<file path="src/rtl/exe_muldiv_ctrl_pkg.sv">
// M-extension op codes, controller states and operand-signedness helpers shared by the
// multiply/divide controller and its iterative datapath.
package exe_muldiv_ctrl_pkg;

    localparam int MD_XLEN  = 64;
    localparam int MD_CNT_W = 7;

    localparam logic [2:0] MD_MUL    = 3'd0;
    localparam logic [2:0] MD_MULH   = 3'd1;
    localparam logic [2:0] MD_MULHSU = 3'd2;
    localparam logic [2:0] MD_MULHU  = 3'd3;
    localparam logic [2:0] MD_DIV    = 3'd4;
    localparam logic [2:0] MD_DIVU   = 3'd5;
    localparam logic [2:0] MD_REM    = 3'd6;
    localparam logic [2:0] MD_REMU   = 3'd7;

    typedef enum logic [1:0] {
        MD_IDLE = 2'd0,
        MD_CALC = 2'd1,
        MD_FIX  = 2'd2,
        MD_DONE = 2'd3
    } md_state_e;

    function automatic logic op1_signed(input logic [2:0] f3);
        return (f3 == MD_MULH) || (f3 == MD_MULHSU) || (f3 == MD_DIV) || (f3 == MD_REM);
    endfunction

    function automatic logic op2_signed(input logic [2:0] f3);
        return (f3 == MD_MULH) || (f3 == MD_DIV) || (f3 == MD_REM);
    endfunction

    // *W operands are sign-extended except for the unsigned divide/remainder forms.
    function automatic logic word_signed(input logic [2:0] f3);
        return !((f3 == MD_DIVU) || (f3 == MD_REMU));
    endfunction

endpackage

</file>
<file path="src/rtl/exe_muldiv_ctrl_iter.sv">
// Radix-2 shift-add / restoring shift-subtract datapath with sign fix-up; load latches
// magnitudes, each step does one iteration, result is the combinational fixed-up answer.
module exe_muldiv_ctrl_iter
    import exe_muldiv_ctrl_pkg::*;
#(
    parameter int XLEN = MD_XLEN
) (
    input  logic            clk,
    input  logic            rst,
    input  logic            load,
    input  logic            step,
    input  logic [2:0]      funct3,
    input  logic            word,
    input  logic [XLEN-1:0] op1,
    input  logic [XLEN-1:0] op2,
    output logic [XLEN-1:0] result
);

    logic [XLEN:0]     acc;
    logic [XLEN-1:0]   lo;
    logic [XLEN-1:0]   mcand;
    logic [2:0]        f3_q;
    logic              word_q;
    logic              s1_q;
    logic              s2_q;

    logic              s1;
    logic              s2;
    logic [XLEN-1:0]   abs1;
    logic [XLEN-1:0]   abs2;
    logic [XLEN-1:0]   mul_a;
    logic [XLEN-1:0]   mul_b;
    logic [XLEN-1:0]   dvd;
    logic [XLEN-1:0]   addend;
    logic [XLEN:0]     sum;
    logic [XLEN:0]     shifted;
    logic [XLEN+1:0]   diff;

    assign s1    = op1_signed(funct3) & op1[XLEN-1];
    assign s2    = op2_signed(funct3) & op2[XLEN-1];
    assign abs1  = s1 ? -op1 : op1;
    assign abs2  = s2 ? -op2 : op2;
    assign mul_a = word ? {{(XLEN-32){1'b0}}, abs1[31:0]} : abs1;
    assign mul_b = word ? {{(XLEN-32){1'b0}}, abs2[31:0]} : abs2;
    // W dividends sit in the top half so every iteration consumes lo's MSB.
    assign dvd   = word ? {abs1[31:0], {(XLEN-32){1'b0}}} : abs1;

    assign addend  = lo[0] ? mcand : '0;
    assign sum     = acc + {1'b0, addend};
    assign shifted = {acc[XLEN-1:0], lo[XLEN-1]};
    assign diff    = {1'b0, shifted} - {2'b00, mcand};

    always_ff @(posedge clk) begin
        if (rst) begin
            acc    <= '0;
            lo     <= '0;
            mcand  <= '0;
            f3_q   <= '0;
            word_q <= 1'b0;
            s1_q   <= 1'b0;
            s2_q   <= 1'b0;
        end else if (load) begin
            acc    <= '0;
            f3_q   <= funct3;
            word_q <= word;
            s1_q   <= s1;
            s2_q   <= s2;
            mcand  <= funct3[2] ? abs2 : mul_a;
            lo     <= funct3[2] ? dvd  : mul_b;
        end else if (step) begin
            if (f3_q[2]) begin
                acc <= diff[XLEN+1] ? shifted : diff[XLEN:0];
                lo  <= {lo[XLEN-2:0], ~diff[XLEN+1]};
            end else begin
                acc <= {1'b0, sum[XLEN:1]};
                lo  <= {sum[0], lo[XLEN-1:1]};
            end
        end
    end

    logic [2*XLEN-1:0] prod;
    logic [2*XLEN-1:0] prod_fix;
    logic [XLEN-1:0]   quo;
    logic [XLEN-1:0]   rem;
    logic [XLEN-1:0]   sel;

    always_comb begin
        prod     = {acc[XLEN-1:0], lo};
        prod_fix = (s1_q ^ s2_q) ? -prod : prod;
        quo      = (s1_q ^ s2_q) ? -lo : lo;
        rem      = s1_q ? -acc[XLEN-1:0] : acc[XLEN-1:0];
        sel      = '0;
        case (f3_q)
            // After 32 shift-add steps the low product word has drifted into lo's top half.
            MD_MUL:                       sel = word_q ? {{(XLEN-32){1'b0}}, lo[XLEN-1:32]}
                                                       : prod_fix[XLEN-1:0];
            MD_MULH, MD_MULHSU, MD_MULHU: sel = prod_fix[2*XLEN-1:XLEN];
            MD_DIV, MD_DIVU:              sel = quo;
            default:                      sel = rem;
        endcase
        result = word_q ? {{(XLEN-32){sel[31]}}, sel[31:0]} : sel;
    end

endmodule

</file>
<file path="src/rtl/exe_muldiv_ctrl.sv">
// RV64M multiply/divide sequencer: accepts one op, iterates N cycles (result at N+2, or
// cycle 1 for divide-by-zero/overflow), holds stall_o and valid_o until ready_i.
module exe_muldiv_ctrl
    import exe_muldiv_ctrl_pkg::*;
#(
    parameter int XLEN  = MD_XLEN,
    parameter int CNT_W = MD_CNT_W
) (
    input  logic            clk,
    input  logic            rst,
    input  logic            flush_i,
    input  logic            valid_i,
    output logic            ready_o,
    input  logic [2:0]      funct3_i,
    input  logic            word_i,
    input  logic [XLEN-1:0] op1_i,
    input  logic [XLEN-1:0] op2_i,
    output logic            valid_o,
    input  logic            ready_i,
    output logic [XLEN-1:0] result_o,
    output logic            stall_o
);

    md_state_e        state;
    md_state_e        state_nxt;
    logic [CNT_W-1:0] cnt;
    logic [XLEN-1:0]  res;
    logic [XLEN-1:0]  iter_res;

    logic [XLEN-1:0]  op1_ext;
    logic [XLEN-1:0]  op2_ext;
    logic [XLEN-1:0]  min_val;
    logic [XLEN-1:0]  fast_raw;
    logic [XLEN-1:0]  fast_res;
    logic             accept;
    logic             div_zero;
    logic             div_ovf;
    logic             fast;

    always_comb begin
        op1_ext = op1_i;
        op2_ext = op2_i;
        if (word_i) begin
            op1_ext = {{(XLEN-32){word_signed(funct3_i) & op1_i[31]}}, op1_i[31:0]};
            op2_ext = {{(XLEN-32){word_signed(funct3_i) & op2_i[31]}}, op2_i[31:0]};
        end
    end

    assign ready_o  = (state == MD_IDLE);
    assign accept   = valid_i & ready_o & ~flush_i;
    assign min_val  = word_i ? {{(XLEN-31){1'b1}}, {31{1'b0}}} : {1'b1, {(XLEN-1){1'b0}}};
    assign div_zero = funct3_i[2] & (op2_ext == '0);
    assign div_ovf  = funct3_i[2] & ~funct3_i[0] & (op1_ext == min_val) & (&op2_ext);
    assign fast     = div_zero | div_ovf;

    always_comb begin
        fast_raw = '0;
        if (div_zero)
            fast_raw = funct3_i[1] ? op1_ext : '1;
        else
            fast_raw = funct3_i[1] ? '0 : op1_ext;
        fast_res = word_i ? {{(XLEN-32){fast_raw[31]}}, fast_raw[31:0]} : fast_raw;
    end

    always_ff @(posedge clk) begin
        if (rst) state <= MD_IDLE;
        else     state <= state_nxt;
    end

    always_comb begin
        state_nxt = state;
        case (state)
            MD_IDLE: if (accept) state_nxt = fast ? MD_DONE : MD_CALC;
            MD_CALC: if (cnt == '0) state_nxt = MD_FIX;
            MD_FIX:  state_nxt = MD_DONE;
            MD_DONE: if (ready_i) state_nxt = MD_IDLE;
            default: state_nxt = MD_IDLE;
        endcase
        if (flush_i) state_nxt = MD_IDLE;
    end

    always_ff @(posedge clk) begin
        if (rst) begin
            cnt <= '0;
            res <= '0;
        end else begin
            if (accept)
                cnt <= word_i ? CNT_W'(31) : CNT_W'(XLEN-1);
            else if (state == MD_CALC && cnt != '0)
                cnt <= cnt - 1'b1;

            if (accept && fast)
                res <= fast_res;
            else if (state == MD_FIX)
                res <= iter_res;
        end
    end

    exe_muldiv_ctrl_iter #(.XLEN(XLEN)) u_iter (
        .clk    (clk),
        .rst    (rst),
        .load   (accept),
        .step   (state == MD_CALC),
        .funct3 (funct3_i),
        .word   (word_i),
        .op1    (op1_ext),
        .op2    (op2_ext),
        .result (iter_res)
    );

    assign valid_o  = (state == MD_DONE);
    assign result_o = res;
    assign stall_o  = accept | ((state != MD_IDLE) & ~((state == MD_DONE) & ready_i));

endmodule

</file>
<file path="config.mk">
export PLATFORM = sky130hd
export DESIGN_NAME = exe_muldiv_ctrl
export DESIGN_NICKNAME = d
export VERILOG_FILES = /design/src/rtl/exe_muldiv_ctrl_pkg.sv /design/src/rtl/exe_muldiv_ctrl_iter.sv /design/src/rtl/exe_muldiv_ctrl.sv
export SDC_FILE = /design/constraint.sdc
export NUM_CORES = 2
export LEC_CHECK = 0
export BUFFER_PORTS_ARGS = -buffer_cell sky130_fd_sc_hd__buf_4
export CAP_MARGIN = 20
export CORE_AREA = 2 2 192 382
export DETAILED_ROUTE_END_ITERATION = 6
export DIE_AREA = 0 0 194 384
export GPL_TIMING_DRIVEN = 0
export PLACE_DENSITY = 0.63
export SYNTH_ARGS = -nofsm -noshare
export SYNTH_HDL_FRONTEND = slang
export SYNTH_SLANG_ARGS = --single-unit
</file>
<file path="constraint.sdc">
create_clock -name clk -period 7.03 [get_ports clk]
set_input_delay 1.0545 -clock clk [delete_from_list [all_inputs] [get_ports clk]]
set_output_delay 1.0545 -clock clk [all_outputs]
set_load 0.02 [all_outputs]
</file>
==> impl_metrics.json, run 1 <==
{
  "yosys.area.top_type": "dfxtp_1",
  "io_pins": 204,
  "place_inst": 5839,
  "synth_top_family_by_area": "compound AO/OA/AOI/OAI gates",
  "status": "did not finish",
  "num_rows": 139,
  "ys_warn_count": 0,
  "start_util": 0.445,
  "dp_slack_ns": 0.252,
  "yosys-mux-area-fraction": 0.0329,
  "syn-instance-count": 4713,
  "synthDominantCellAreaShare": 0.171,
  "synth_fp_nets": 4991,
  "synthAdderAreaFrac": 0.0573,
  "grt_max_degree": 18,
  "failing_step": "5_1_grt",
  "synth_compound_area_frac": 0.330,
  "ys_seq_area_frac": 0.171,
  "numCtsBuffers": 27,
  "place.port_buffers": 192,
  "ctsHoldBuffers": 0,
  "ctsResizeCount": 0,
  "firstError": "[ERROR GRT-0116] Global routing finished with congestion. Check the congestion regions in the DRC Viewer.",
  "synth-simple-area-share": 0.233,
  "first_global_vias": 51800,
  "grt_pass1_wl_mm": 464,
  "cts_root_buffer": "clkbuf_16",
  "die_w_um": 194,
  "htree_levels": 1,
  "overflow": 2666,
  "synth_xor_area_frac": 0.110,
  "synth-edff-count": 0,
  "grtUsageTotal": 0.814,
  "place_congestion": 1.30,
  "post_synth.cell_area_avg_um2": 6.77,
  "ys_async_sr_fraction": 0,
  "syn_area_um2": 31900,
  "synthTopCellsByArea": "dfxtp_1 (17%), a21oi_1 (8.6%), nor2_1 (6.5%)",
  "dp.final_hpwl_mm": 203,
  "cts_sinks": 272,
  "clk_path_buf_depth": 3,
  "synthFlopType": "dfxtp_1",
  "dieHeight_um": 384,
  "ys_types": 97,
  "ys_seq_elements": 272,
  "cts_setup_buffers": 0
}
-- logic make-up after synthesis --
group                      after synthesis
adders and majority gates              146
muxes                                  103
DFF                                    272
buffers and inverters                  551
xor gates and xnor gates               399
AOI/OAI and AO/OA                     1669
and+or+nand+nor                       1573
-- Yosys cell counts, drive strengths merged (22+ instances only) --
| master | count |
|---|---|
| nand2 | 455 |
| o22ai | 43 |
| a21o | 84 |
| nor2b | 42 |
| a221oi | 49 |
| a21oi | 547 |
| buf | 65 |
| o31ai | 50 |
| ha | 139 |
| o21ai | 364 |
| nor4 | 68 |
| xnor2 | 232 |
| a2111oi | 24 |
| nand3 | 74 |
| xor2 | 167 |
| and3 | 26 |
| mux2i | 88 |
| o41ai | 26 |
| dfxtp | 272 |
| inv | 145 |
| or3 | 36 |
| nor2 | 557 |
| o21bai | 26 |
| nor3 | 124 |
| nand4 | 64 |
| a31oi | 65 |
| o221ai | 51 |
| nand2b | 22 |
| o211ai | 68 |
| a211oi | 118 |
| clkbuf | 338 |
| or4 | 31 |
-- metrics by stage --
stage / cell area (um^2) / util / TNS [ns]
3_5_place_dp: 34600 / 0.483 / 0
3_3_place_gp: 34500 / 0.481 / -0.166
4_1_cts: 35600 / 0.497 / 0
2_1_floorplan: 31900 / - / 0
-- per-layer routing --
layer | GRT overflow | track usage
met5 | 3 | 0.172
met4 | 724 | 0.916
met3 | 31 | 0.599
met2 | 1894 | 1.07
met1 | 14 | 0.754
==> run 2: changes to the inputs <==
CORE_AREA = 2 2 330 332   (was 2 2 192 382)
DIE_AREA = 0 0 332 334   (was 0 0 194 384)
PLACE_DENSITY = default   (was 0.63)
PLACE_DENSITY_LB_ADDON = 0.15   (was default)
==> run 2 against run 1 <==
- the flow now finishes without violations
- area after synthesis unchanged
- synthesized cell count unchanged
==> impl_metrics.json, run 2 <==
{
  "hold_viol_final": 0,
  "final_common_cell": "nor2_1",
  "worstPathMaxFanout": 10,
  "placed_area_um2": 35400,
  "fin_util": 0.341,
  "rr_endpoint": "result_o[32]",
  "place_inst": 6337,
  "finClkSkew_ns": 0.0467,
  "worstSetupStartpoint": "u_iter.lo[0]",
  "syn_area_um2": 31900,
  "dr.pass1.iters": 6,
  "ys_warn_count": 0,
  "setup_slack_ns": 0.626,
  "synthDominantCellAreaShare": 0.171,
  "post_synth.cell_area_avg_um2": 6.77,
  "coreArea_um2": 108000,
  "max_stage_delay_ns": 1.08,
  "grt_pass1_wl_mm": 305,
  "cts_sinks": 272,
  "start_kind": "register",
  "place_congestion": 1.04,
  "worstSetupEndpoint": "result_o[32]",
  "wire_per_inst_um": 34.8,
  "clk_pin_slew_ns": 0.07,
  "dp_slack_ns": 0.519,
  "crit_chain": "inv_2 -> buf_1 -> ha_1 -> or4b_2 -> nor4_1 -> nand4_1 -> nor3_2 -> a21oi_1 -> xor2_1 -> a221oi_1 -> nor2_1 -> o22ai_1 -> o21ai_1 -> nor2b_1",
  "power.density_nw_per_um2": 191,
  "ys_seq_elements": 272,
  "max_clock_freq_mhz": 156,
  "ctsResizeCount": 0,
  "total_power_mw": 7.01,
  "postRouteAntennaNets": 0,
  "numCtsBuffers": 38,
  "synthTopCellsByCount": "nor2_1 (555), a21oi_1 (547), nand2_1 (454), o21ai_0 (339), clkbuf_1 (338)",
  "grt_max_degree": 14,
  "die-area_um2": 111000,
  "yosys.cell_count.top_type": "nor2_1",
  "worstMarginPinSlew_ns": 1.36,
  "end_kind": "register",
  "vias": 39800,
  "finalSetupTns_ns": 0,
  "dp.final_hpwl_mm": 185,
  "reg2reg_from": "u_iter.lo[0]",
  "final_nets": 5241,
  "synthTopCellsByArea": "dfxtp_1 (17%), a21oi_1 (8.6%), nor2_1 (6.5%)",
  "syn_to_final_growth_pct": 15.2,
  "regMostFlops": "u_iter.acc",
  "place.port_buffers": 192,
  "start_util": 0.296,
  "min_path_type": "register to register",
  "ir_drop_v": 0.000133,
  "cts_setup_buffers": 0,
  "grtUsageTotal": 0.386,
  "critical_path_required_ns": 7.53,
  "insertion_delay_ns": 0.66,
  "rrSetupSlack_ns": 0.63,
  "ys_async_sr_fraction": 0,
  "htree_levels": 2,
  "layout-drive-gt1-share": 0.0810,
  "vias_per_cell": 6.22,
  "hold-path-cell-count": 2,
  "rsz0062_at_grt": "no",
  "crit_type": "register to register",
  "final-setup-viol-count": 0,
  "first_global_vias": 37600,
  "fillers": 12100,
  "dieHeight_um": 334,
  "routed_wl_mm": 223,
  "finalInstanceArea_um2": 36800,
  "die_w_um": 332,
  "max_cap_violations": 0,
  "io_pins": 204,
  "crit_slowest_cell": "nor3_2",
  "yosys.area.top_type": "dfxtp_1",
  "ctsHoldBuffers": 0,
  "cts_root_buffer": "clkbuf_16",
  "maxSlewViolCount": 0,
  "slew_headroom": 0.0902,
  "clk_path_buf_depth": 3,
  "finalCritPeriodShare": 0.911,
  "syn-instance-count": 4713,
  "stdcell_count": 6406,
  "cts_tree": "built",
  "fin_hold_ws_ns": 0.451,
  "ys_types": 97,
  "status": "finished clean",
  "synthFlopType": "dfxtp_1",
  "drt_iter0_markers": 4665,
  "p_leak_nw": 14.0,
  "num_rows": 121,
  "overflow": 0,
  "period_needed_ns": 6.40,
  "largest_register_ffs": 65,
  "cp.arrival_ns": 6.90,
  "drc": 0,
  "synth-edff-count": 0,
  "antenna_found_initial": 8,
  "final_cell_mix": "nor2_1 (555), a21oi_1 (547), nand2_1 (454)",
  "synth_fp_nets": 4991,
  "r2r_cells": 14,
  "ys_seq_area_frac": 0.171
}
## run 2: cells by family (layout without fill, tap and decap cells)
| logic type | Yosys count | count (layout) | share of synthesized area |
|---|---|---|---|
| xor gates and xnor gates | 399 | 399 | 0.110 |
| buffers and inverters | 551 | 828 | 0.0667 |
| AOI/OAI and AO/OA | 1669 | 1669 | 0.330 |
| muxes | 103 | 103 | 0.0329 |
| other | 0 | 2 | 0 |
| DFF | 272 | 272 | 0.171 |
| and+or+nand+nor | 1573 | 1573 | 0.233 |
| adders and majority gates | 146 | 146 | 0.0573 |
## run 2: layer usage
metal | routed length [um] | share of wire | GRT usage
met3 | 14900 | 0.067 | 0.0515
met2 | 99300 | 0.44 | 0.617
met5 | 37 | 0.00017 | 0
met1 | 91300 | 0.41 | 0.486
met4 | 17500 | 0.078 | 0.254
## run 2: worst min path at each step
| stage | startpoint | to |
|---|---|---|
| after detailed placement | u_iter.mcand[17] | u_iter.mcand[17] |
| after global placement | u_iter.mcand[9] | u_iter.mcand[9] |
| after floorplan | u_iter.mcand[11] | u_iter.mcand[11] |
| after CTS | u_iter.mcand[17] | u_iter.mcand[17] |
| final | u_iter.mcand[9] | u_iter.mcand[9] |
| after global routing | u_iter.mcand[9] | u_iter.mcand[9] |
## run 2: layout make-up
cell class | count | area (um^2) | area share
multi-input combinational | 3890 | 24400 | 0.662
clock buffer | 49 | 1050 | 0.0286
tap | 1414 | 1770 | 0.0481
clock inverter | 18 | 337 | 0.00916
buffer | 403 | 1570 | 0.0428
inverter | 148 | 556 | 0.0151
timing repair buffer | 210 | 1670 | 0.0454
antenna | 2 | 5.00 | 0.000136
sequential | 272 | 5450 | 0.148
## run 2: where the power goes
part / switching (mW) / total, mW / leakage [nW] / internal [mW]
Combinational: 2.15 / 3.01 / 11.2 / 0.861
Clock: 0.923 / 2.25 / 0.677 / 1.33
Sequential: 0.117 / 1.74 / 2.22 / 1.62
Total: 3.19 / 7.01 / 14.0 / 3.81
## run 2: worst max-delay path: cells and delay by family, from the launching register on
family                   cells  cell delay [ns]
flip-flops                   1             0.42
AND/OR/NAND/NOR              6             2.80
XOR/XNOR                     1             0.22
adder cells (fa/ha/maj)      1             0.37
AO/OA/AOI/OAI                4             1.29
buffers and inverters        2             1.12
Note: power is estimated with default switching activity, not from simulation.
